**config.mk**
```make
export PLATFORM = sky130hd
export DESIGN_NAME = tl_ul_a_source_arbiter_flat
export DESIGN_NICKNAME = d
export VERILOG_FILES = /design/src/rtl/tl_ul_a_source_arbiter_pkg.sv /design/src/rtl/tl_ul_a_source_arbiter_if.sv /design/src/rtl/tl_ul_a_source_arbiter_rr_arbiter.sv /design/src/rtl/tl_ul_a_source_arbiter.sv /design/src/flat_wrapper.sv
export SDC_FILE = /design/constraint.sdc
export NUM_CORES = 1
export LEC_CHECK = 0
export BUFFER_PORTS_ARGS = -buffer_cell sky130_fd_sc_hd__clkbuf_2
export CORE_AREA = 2 2 117 119
export CTS_CLUSTER_DIAMETER = 80
export DETAILED_ROUTE_END_ITERATION = 12
export DIE_AREA = 0 0 119 121
export PLACE_DENSITY = 0.58
export SKIP_CTS_REPAIR_TIMING = 1
export SYNTH_ARGS = -nofsm -noshare
export SYNTH_HDL_FRONTEND = slang
export SYNTH_SLANG_ARGS = --single-unit
export TNS_END_PERCENT = 100
```
**constraint.sdc**
```tcl
create_clock -name clk -period 2.3 [get_ports clk]
set_input_delay 0.46 -clock clk [delete_from_list [all_inputs] [get_ports clk]]
set_output_delay 0.46 -clock clk [all_outputs]
set_load 0.05 [all_outputs]
```
**src/rtl/tl_ul_a_source_arbiter_pkg.sv**
```systemverilog
// tl_ul_a_source_arbiter_pkg: TL-UL opcodes, field widths and A/D channel structs shared by the arbiter slice
package tl_ul_a_source_arbiter_pkg;
  localparam int SRC_W = 5;
  localparam int ADDR_W = 14;
  localparam int DATA_W = 32;
  localparam int MASK_W = DATA_W / 8;
  localparam logic [2:0] OP_GET = 3'd4;
  localparam logic [2:0] OP_PUT_FULL = 3'd0;
  localparam logic [2:0] OP_PUT_PARTIAL = 3'd1;
  localparam logic [2:0] OP_ACCESS_ACK = 3'd0;
  localparam logic [2:0] OP_ACCESS_ACK_DATA = 3'd1;
  typedef struct packed {
    logic [2:0] opcode;
    logic [2:0] param;
    logic [3:0] size;
    logic [SRC_W-1:0] source;
    logic [ADDR_W-1:0] address;
    logic [MASK_W-1:0] mask;
    logic [DATA_W-1:0] data;
  } a_chan_t;
  typedef struct packed {
    logic [2:0] opcode;
    logic [1:0] param;
    logic [3:0] size;
    logic [SRC_W-1:0] source;
    logic denied;
    logic corrupt;
    logic [DATA_W-1:0] data;
  } d_chan_t;
endpackage

```
**src/rtl/tl_ul_a_source_arbiter_if.sv**
```systemverilog
// tl_ul_a_source_arbiter_if: requester-side and downstream TL-UL signals of the source arbiter
// master: arbiter view (drives merged A, requester A ready, routed D, d_ready)
// slave:  environment view (drives requester A, a_ready, downstream D, requester D ready)
// Requester vectors are packed, requester i at [W*i +: W].
interface tl_ul_a_source_arbiter_if
  import tl_ul_a_source_arbiter_pkg::*;
#(
  parameter int NUM_REQ = 2,
  parameter int IDX_W = $clog2(NUM_REQ),
  parameter int UW = SRC_W - IDX_W
);
  logic [NUM_REQ-1:0] req_a_valid;
  logic [NUM_REQ-1:0] req_a_ready;
  logic [3*NUM_REQ-1:0] req_a_opcode;
  logic [3*NUM_REQ-1:0] req_a_param;
  logic [4*NUM_REQ-1:0] req_a_size;
  logic [UW*NUM_REQ-1:0] req_a_source;
  logic [ADDR_W*NUM_REQ-1:0] req_a_address;
  logic [MASK_W*NUM_REQ-1:0] req_a_mask;
  logic [DATA_W*NUM_REQ-1:0] req_a_data;
  logic a_valid;
  logic a_ready;
  a_chan_t a;
  logic d_valid;
  logic d_ready;
  d_chan_t d;
  logic [NUM_REQ-1:0] req_d_valid;
  logic [NUM_REQ-1:0] req_d_ready;
  logic [2:0] req_d_opcode;
  logic [1:0] req_d_param;
  logic [3:0] req_d_size;
  logic [UW-1:0] req_d_source;
  logic req_d_denied;
  logic req_d_corrupt;
  logic [DATA_W-1:0] req_d_data;
  modport master (
    input req_a_valid, req_a_opcode, req_a_param, req_a_size, req_a_source, req_a_address,
          req_a_mask, req_a_data, a_ready, d_valid, d, req_d_ready,
    output req_a_ready, a_valid, a, d_ready, req_d_valid, req_d_opcode, req_d_param,
           req_d_size, req_d_source, req_d_denied, req_d_corrupt, req_d_data
  );
  modport slave (
    output req_a_valid, req_a_opcode, req_a_param, req_a_size, req_a_source, req_a_address,
           req_a_mask, req_a_data, a_ready, d_valid, d, req_d_ready,
    input req_a_ready, a_valid, a, d_ready, req_d_valid, req_d_opcode, req_d_param,
          req_d_size, req_d_source, req_d_denied, req_d_corrupt, req_d_data
  );
endinterface

```
**src/rtl/tl_ul_a_source_arbiter_rr_arbiter.sv**
```systemverilog
// tl_ul_a_source_arbiter_rr_arbiter: irrevocable round-robin pick among eligible requesters
// elig: eligible requesters; ready: downstream a_ready
// valid: a grant is offered; winner_oh/winner_idx: offered requester
module tl_ul_a_source_arbiter_rr_arbiter #(
  parameter int NUM_REQ = 2,
  parameter int IDX_W = $clog2(NUM_REQ)
) (
  input  logic clk,
  input  logic rst_n,
  input  logic [NUM_REQ-1:0] elig,
  input  logic ready,
  output logic valid,
  output logic [NUM_REQ-1:0] winner_oh,
  output logic [IDX_W-1:0] winner_idx
);
  logic [IDX_W-1:0] rr_ptr, held, pick;
  logic lock, found;
  int j;
  always_comb begin
    pick = rr_ptr;
    found = 1'b0;
    j = 0;
    for (int k = 0; k < NUM_REQ; k++) begin
      j = int'(rr_ptr) + k;
      j = j >= NUM_REQ ? j - NUM_REQ : j;
      if (!found && elig[IDX_W'(j)]) begin
        pick = IDX_W'(j);
        found = 1'b1;
      end
    end
    // a stalled offer stays with its requester until it fires
    winner_idx = lock ? held : pick;
    valid = rst_n && (lock || found);
    winner_oh = valid ? NUM_REQ'(1) << winner_idx : '0;
  end
  always_ff @(posedge clk or negedge rst_n)
    if (!rst_n) begin
      rr_ptr <= '0;
      held <= '0;
      lock <= 1'b0;
    end else if (valid && ready) begin
      rr_ptr <= winner_idx == IDX_W'(NUM_REQ - 1) ? '0 : winner_idx + 1'b1;
      lock <= 1'b0;
    end else if (valid) begin
      held <= winner_idx;
      lock <= 1'b1;
    end
endmodule

```
**src/rtl/tl_ul_a_source_arbiter.sv**
```systemverilog
// tl_ul_a_source_arbiter: shares one TL-UL master port among NUM_REQ requesters, tags A source, routes D back
// clk, rst_n (async, active-low); bus: requester and downstream TL-UL signals (master modport)
// inflight_any: some requester has outstanding A; err_sticky: [0] bad D index, [1] D with nothing outstanding
module tl_ul_a_source_arbiter
  import tl_ul_a_source_arbiter_pkg::*;
#(
  parameter int NUM_REQ = 2,
  parameter int IDX_W = $clog2(NUM_REQ),
  parameter int MAX_INFLIGHT = 4
) (
  input  logic clk,
  input  logic rst_n,
  tl_ul_a_source_arbiter_if.master bus,
  output logic inflight_any,
  output logic [1:0] err_sticky
);
  localparam int UW = SRC_W - IDX_W;
  localparam int CNT_W = $clog2(MAX_INFLIGHT + 1);
  logic [NUM_REQ-1:0] elig, winner_oh, inc, dec;
  logic [IDX_W-1:0] widx, didx;
  logic a_valid, dok, d_fire;
  logic [CNT_W-1:0] cnt [NUM_REQ];
  always_comb begin
    elig = '0;
    inflight_any = 1'b0;
    for (int i = 0; i < NUM_REQ; i++) begin
      elig[i] = bus.req_a_valid[i] && cnt[i] < CNT_W'(MAX_INFLIGHT);
      inflight_any = inflight_any || cnt[i] != '0;
    end
  end
  tl_ul_a_source_arbiter_rr_arbiter #(.NUM_REQ(NUM_REQ), .IDX_W(IDX_W)) u_rr (
    .clk(clk),
    .rst_n(rst_n),
    .elig(elig),
    .ready(bus.a_ready),
    .valid(a_valid),
    .winner_oh(winner_oh),
    .winner_idx(widx)
  );
  assign bus.a_valid = a_valid;
  assign bus.req_a_ready = winner_oh & {NUM_REQ{bus.a_ready}};
  assign inc = bus.req_a_ready;
  assign bus.a = '{
    opcode: bus.req_a_opcode[3*widx +: 3],
    param: bus.req_a_param[3*widx +: 3],
    size: bus.req_a_size[4*widx +: 4],
    source: {widx, bus.req_a_source[UW*widx +: UW]},
    address: bus.req_a_address[ADDR_W*widx +: ADDR_W],
    mask: bus.req_a_mask[MASK_W*widx +: MASK_W],
    data: bus.req_a_data[DATA_W*widx +: DATA_W]
  };
  // indices past NUM_REQ are acknowledged and dropped so the bus never stalls
  assign didx = bus.d.source[SRC_W-1 -: IDX_W];
  assign dok = {1'b0, didx} < (IDX_W + 1)'(NUM_REQ);
  assign bus.d_ready = dok ? bus.req_d_ready[didx] : 1'b1;
  assign d_fire = bus.d_valid && bus.d_ready;
  assign bus.req_d_valid = rst_n && bus.d_valid && dok ? NUM_REQ'(1) << didx : '0;
  assign dec = d_fire && dok ? NUM_REQ'(1) << didx : '0;
  assign bus.req_d_opcode = bus.d.opcode;
  assign bus.req_d_param = bus.d.param;
  assign bus.req_d_size = bus.d.size;
  assign bus.req_d_source = bus.d.source[UW-1:0];
  assign bus.req_d_denied = bus.d.denied;
  assign bus.req_d_corrupt = bus.d.corrupt;
  assign bus.req_d_data = bus.d.data;
  always_ff @(posedge clk or negedge rst_n)
    if (!rst_n) begin
      for (int i = 0; i < NUM_REQ; i++) cnt[i] <= '0;
      err_sticky <= '0;
    end else begin
      if (d_fire && !dok) err_sticky[0] <= 1'b1;
      for (int i = 0; i < NUM_REQ; i++)
        if (inc[i] && !dec[i]) cnt[i] <= cnt[i] + 1'b1;
        else if (dec[i] && !inc[i]) begin
          if (cnt[i] == '0) err_sticky[1] <= 1'b1;
          else cnt[i] <= cnt[i] - 1'b1;
        end
    end
endmodule

```
**src/flat_wrapper.sv**
```systemverilog
// flat-port wrapper written by rule: the top's interface ports become plain ports
module tl_ul_a_source_arbiter_flat import tl_ul_a_source_arbiter_pkg::*;
#(
  parameter int NUM_REQ = 2,
  parameter int IDX_W = $clog2(NUM_REQ),
  parameter int MAX_INFLIGHT = 4
)
  (clk, rst_n, inflight_any, err_sticky, bus_req_a_valid, bus_req_a_opcode, bus_req_a_param, bus_req_a_size, bus_req_a_source, bus_req_a_address, bus_req_a_mask, bus_req_a_data, bus_a_ready, bus_d_valid, bus_d, bus_req_d_ready, bus_req_a_ready, bus_a_valid, bus_a, bus_d_ready, bus_req_d_valid, bus_req_d_opcode, bus_req_d_param, bus_req_d_size, bus_req_d_source, bus_req_d_denied, bus_req_d_corrupt, bus_req_d_data);
  tl_ul_a_source_arbiter_if #(.NUM_REQ(NUM_REQ), .IDX_W(IDX_W)) bus_i ();
  input  logic clk;
  input  logic rst_n;
  output logic inflight_any;
  output logic [1:0] err_sticky;
  input wire logic [$bits(bus_i.req_a_valid)-1:0] bus_req_a_valid;
  input wire logic [$bits(bus_i.req_a_opcode)-1:0] bus_req_a_opcode;
  input wire logic [$bits(bus_i.req_a_param)-1:0] bus_req_a_param;
  input wire logic [$bits(bus_i.req_a_size)-1:0] bus_req_a_size;
  input wire logic [$bits(bus_i.req_a_source)-1:0] bus_req_a_source;
  input wire logic [$bits(bus_i.req_a_address)-1:0] bus_req_a_address;
  input wire logic [$bits(bus_i.req_a_mask)-1:0] bus_req_a_mask;
  input wire logic [$bits(bus_i.req_a_data)-1:0] bus_req_a_data;
  input wire logic [$bits(bus_i.a_ready)-1:0] bus_a_ready;
  input wire logic [$bits(bus_i.d_valid)-1:0] bus_d_valid;
  input wire logic [$bits(bus_i.d)-1:0] bus_d;
  input wire logic [$bits(bus_i.req_d_ready)-1:0] bus_req_d_ready;
  output wire logic [$bits(bus_i.req_a_ready)-1:0] bus_req_a_ready;
  output wire logic [$bits(bus_i.a_valid)-1:0] bus_a_valid;
  output wire logic [$bits(bus_i.a)-1:0] bus_a;
  output wire logic [$bits(bus_i.d_ready)-1:0] bus_d_ready;
  output wire logic [$bits(bus_i.req_d_valid)-1:0] bus_req_d_valid;
  output wire logic [$bits(bus_i.req_d_opcode)-1:0] bus_req_d_opcode;
  output wire logic [$bits(bus_i.req_d_param)-1:0] bus_req_d_param;
  output wire logic [$bits(bus_i.req_d_size)-1:0] bus_req_d_size;
  output wire logic [$bits(bus_i.req_d_source)-1:0] bus_req_d_source;
  output wire logic [$bits(bus_i.req_d_denied)-1:0] bus_req_d_denied;
  output wire logic [$bits(bus_i.req_d_corrupt)-1:0] bus_req_d_corrupt;
  output wire logic [$bits(bus_i.req_d_data)-1:0] bus_req_d_data;
  assign bus_i.req_a_valid = bus_req_a_valid;
  assign bus_i.req_a_opcode = bus_req_a_opcode;
  assign bus_i.req_a_param = bus_req_a_param;
  assign bus_i.req_a_size = bus_req_a_size;
  assign bus_i.req_a_source = bus_req_a_source;
  assign bus_i.req_a_address = bus_req_a_address;
  assign bus_i.req_a_mask = bus_req_a_mask;
  assign bus_i.req_a_data = bus_req_a_data;
  assign bus_i.a_ready = bus_a_ready;
  assign bus_i.d_valid = bus_d_valid;
  assign bus_i.d = bus_d;
  assign bus_i.req_d_ready = bus_req_d_ready;
  assign bus_req_a_ready = bus_i.req_a_ready;
  assign bus_a_valid = bus_i.a_valid;
  assign bus_a = bus_i.a;
  assign bus_d_ready = bus_i.d_ready;
  assign bus_req_d_valid = bus_i.req_d_valid;
  assign bus_req_d_opcode = bus_i.req_d_opcode;
  assign bus_req_d_param = bus_i.req_d_param;
  assign bus_req_d_size = bus_i.req_d_size;
  assign bus_req_d_source = bus_i.req_d_source;
  assign bus_req_d_denied = bus_i.req_d_denied;
  assign bus_req_d_corrupt = bus_i.req_d_corrupt;
  assign bus_req_d_data = bus_i.req_d_data;
  tl_ul_a_source_arbiter #(.NUM_REQ(NUM_REQ), .IDX_W(IDX_W), .MAX_INFLIGHT(MAX_INFLIGHT)) u_core (.clk(clk), .rst_n(rst_n), .bus(bus_i), .inflight_any(inflight_any), .err_sticky(err_sticky));
endmodule
```
==> flow_metrics.env <==
export IMPL_grt_pass1_vias=2139
export IMPL_power_frac_clock_pct=5.1
export IMPL_htree_levels=1
export IMPL_drt_iter0_drc=69
export IMPL_n_antenna_cell=0
export IMPL_finalCritPeriodShare_pct=95.8
export IMPL_synthDistinctLibCells=32
export IMPL_syn_nets=523
export IMPL_antenna_left=0
export IMPL_gp_congestion=0.724
export IMPL_die_area_mm2=0.0144
export IMPL_clock_latency_ps=230
export IMPL_synth_area_leaders="nand2_1 (39%), buf_4 (22%), dfrtp_1 (13%), ha_1 (2.7%), fa_1 (2.1%)"
export IMPL_nNetsFinal=688
export IMPL_dpl_hpwl_um=6860
export IMPL_worstPathArrival_ps=1740
export IMPL_r2r_end="u_core.cnt[5]"
export IMPL_clk_path_buf_depth=2
export IMPL_synth_edf_count=0
export IMPL_yosys_warnings=0
export IMPL_p_per_area_mw_per_mm2=1750
export IMPL_antenna_found_initial=0
export IMPL_cp_required_ps=1840
export IMPL_switching_share_pct=62.6
export IMPL_slew_violations=0
export IMPL_post_drt_wl_per_cell_um=12.2
export IMPL_r2r_cells=11
export IMPL_instances_no_fill=672
export IMPL_stdcell_area_mm2=0.00331
export IMPL_synth_top_cell_area_share_pct=39.2
export IMPL_comb_power_share_pct=88.2
export IMPL_seqPwrFrac_pct=6.6
export IMPL_cts_tree="done"
export IMPL_die_w_um=119
export IMPL_hold_path_class="in -> async"
export IMPL_wirelength_um=8200
export IMPL_placed_area_mm2=0.00313
export IMPL_yosys_area_top_type="nand2_1"
export IMPL_path_class="reg -> out"
export IMPL_syn_inst=333
export IMPL_grt_pass1_wl_um=11500
export IMPL_ir_drop_mv=0.727
export IMPL_power_switching_uw=3620
export IMPL_io_pins=305
export IMPL_num_rows=42
export IMPL_r2r_start="u_core.cnt[5]"
export IMPL_fp_coreArea_mm2=0.0131
export IMPL_grt_max_degree=41
export IMPL_seq_area_frac_synth_pct=13.4
export IMPL_rsz0062_at_grt="no"
export IMPL_clk_pin_slew_ps=40
export IMPL_internal_power_uw=2160
export IMPL_initial_core_util_pct=14.3
export IMPL_path_max_fanout=20
export IMPL_synth_area_mm2=0.00187
export IMPL_area_growth_pct=77.2
export IMPL_outcome="finished clean"
export IMPL_crit_path_start_kind="flop"
export IMPL_vias=2490
export IMPL_fmax_ghz=0.454
export IMPL_cp_end_kind="output port"
export IMPL_grt_use_total_pct=9.99
export IMPL_final_setup_viol_count=0
export IMPL_ys_async_sr_fraction_pct=100
export IMPL_numCtsBuffers=3
export IMPL_max_cap_violations=0
export IMPL_power_leakage_uw=0.00198
export IMPL_min_period_ps=2200
export IMPL_io_buffers=208
export IMPL_synth_seq_cells=10
export IMPL_avgSynthCellArea_um2=5.61
export IMPL_fin_tns_setup_ps=0
export IMPL_dr_pass1_iters=4
export IMPL_synth_ff_type="dfrtp_1"
export IMPL_r2r_slack_ps=140
export IMPL_drt_vias_per_instance=3.71
export IMPL_clockRootBuffer="clkbuf_16"
export IMPL_dieHeight_um=121
export IMPL_fin_skew_ps=3.06
export IMPL_dp_cells=668
export IMPL_drcViolationCount=0
export IMPL_finalHoldViolCount=0
export IMPL_overflow=0
export IMPL_clock_sinks=10
export IMPL_drive_above_1_share_pct=49.4
## area by class of cell
class	count	area (um^2)
clock buffers	3	75.1
fillers	1470	9780
inverters	7	26.3
multi-input cells	251	1220
flip-flops and latches	10	251
well taps	176	220
repair buffers	225	1520
## metrics by stage
stage | hold slack [ps] | total power, uW | utilization [%] | setup slack [ps]
finish | 183 | 5780 | 25.3 | 96.7
global route | 199 | 6150 | 25.3 | 3.03
CTS | 185 | 5620 | 24.5 | -97.4
detailed placement | 431 | 5300 | 23.9 | -2.33
global placement | 420 | 5300 | 23.9 | 11.0
floorplan | 164 | 3960 | - | -215
## critical path, cell delays in order, from the launching register on
cell	delay [ps]
dfrtp_2	440
mux2i_4	200
inv_2	140
buf_12	190
buf_6	170
nand2_1	60
nand2_1	50
buf_2	250
## placed cells by master, fill, tap and decap left out, types with 3 or more instances in the layout
cell and n:
dfrtp_1 9, clkbuf_16 4, nand2_1 195, nor4_1 3, nor2b_1 4, buf_4 13
clkbuf_2 170, nor2_1 5, mux2_2 3, nor3_1 7, inv_1 5, o21ai_0 4
clkbuf_4 17, buf_12 18, buf_2 3
## per-layer routing
layer | wire length, um | part of all wire [%] | global-route usage, % | vias up
met5 | 0 | 0 | 0 | -
met4 | 0 | 0 | 0.967 | 0
met3 | 1190 | 15 | 5.64 | 0
met2 | 4100 | 50 | 18.0 | 148
met1 | 2910 | 35 | 10.5 | 1037
li1 | - | - | - | 1305
## kinds of logic after synthesis
kind of cell / Yosys count / synth area share (%)
other cells: 1 / 0.201
flops: 10 / 13.4
buf+inv: 72 / 25.5
simple gates: 224 / 47.6
fa+ha+maj: 6 / 4.83
compound gates: 16 / 6.10
mux: 4 / 2.35
## power by group through the flow
stage	registers, uW	clock network, uW	logic [uW]
final	385	298	5100
after global placement	381	0	4920
after detailed placement	381	0	4920
after floorplan	364	0	3600
after CTS	381	304	4930
after global routing	398	310	5440
## registers in the layout, indices dropped and copies added (netlist names)
name,cells
u_core.err_sticky,1
u_core.u_rr.rr_ptr,1
u_core.u_rr.lock,1
u_core.cnt,6
u_core.u_rr.held,1
## how the worst max path moves through the flow
stage | to | slack [ps] | startpoint
2_1_floorplan | u_core.cnt[5] | -220 | bus_req_a_valid[0]
3_3_place_gp | u_core.cnt[5] | 10 | bus_req_a_valid[0]
3_5_place_dp | u_core.cnt[5] | -2 | bus_req_a_valid[0]
4_1_cts | bus_a[40] | -100 | u_core.u_rr.lock
5_1_grt | bus_a[47] | 3 | u_core.u_rr.lock
6_report | bus_a[45] | 100 | u_core.u_rr.lock
## cells in the mapped netlist (4+ instances only)
library cell,count
clkbuf_1,8
inv_1,6
nor3_1,7
dfrtp_1,10
ha_1,4
nand2_1,195
o21ai_0,4
nor2_1,7
buf_4,54
nor2b_1,5
Note: power is estimated with default switching activity, not from simulation.
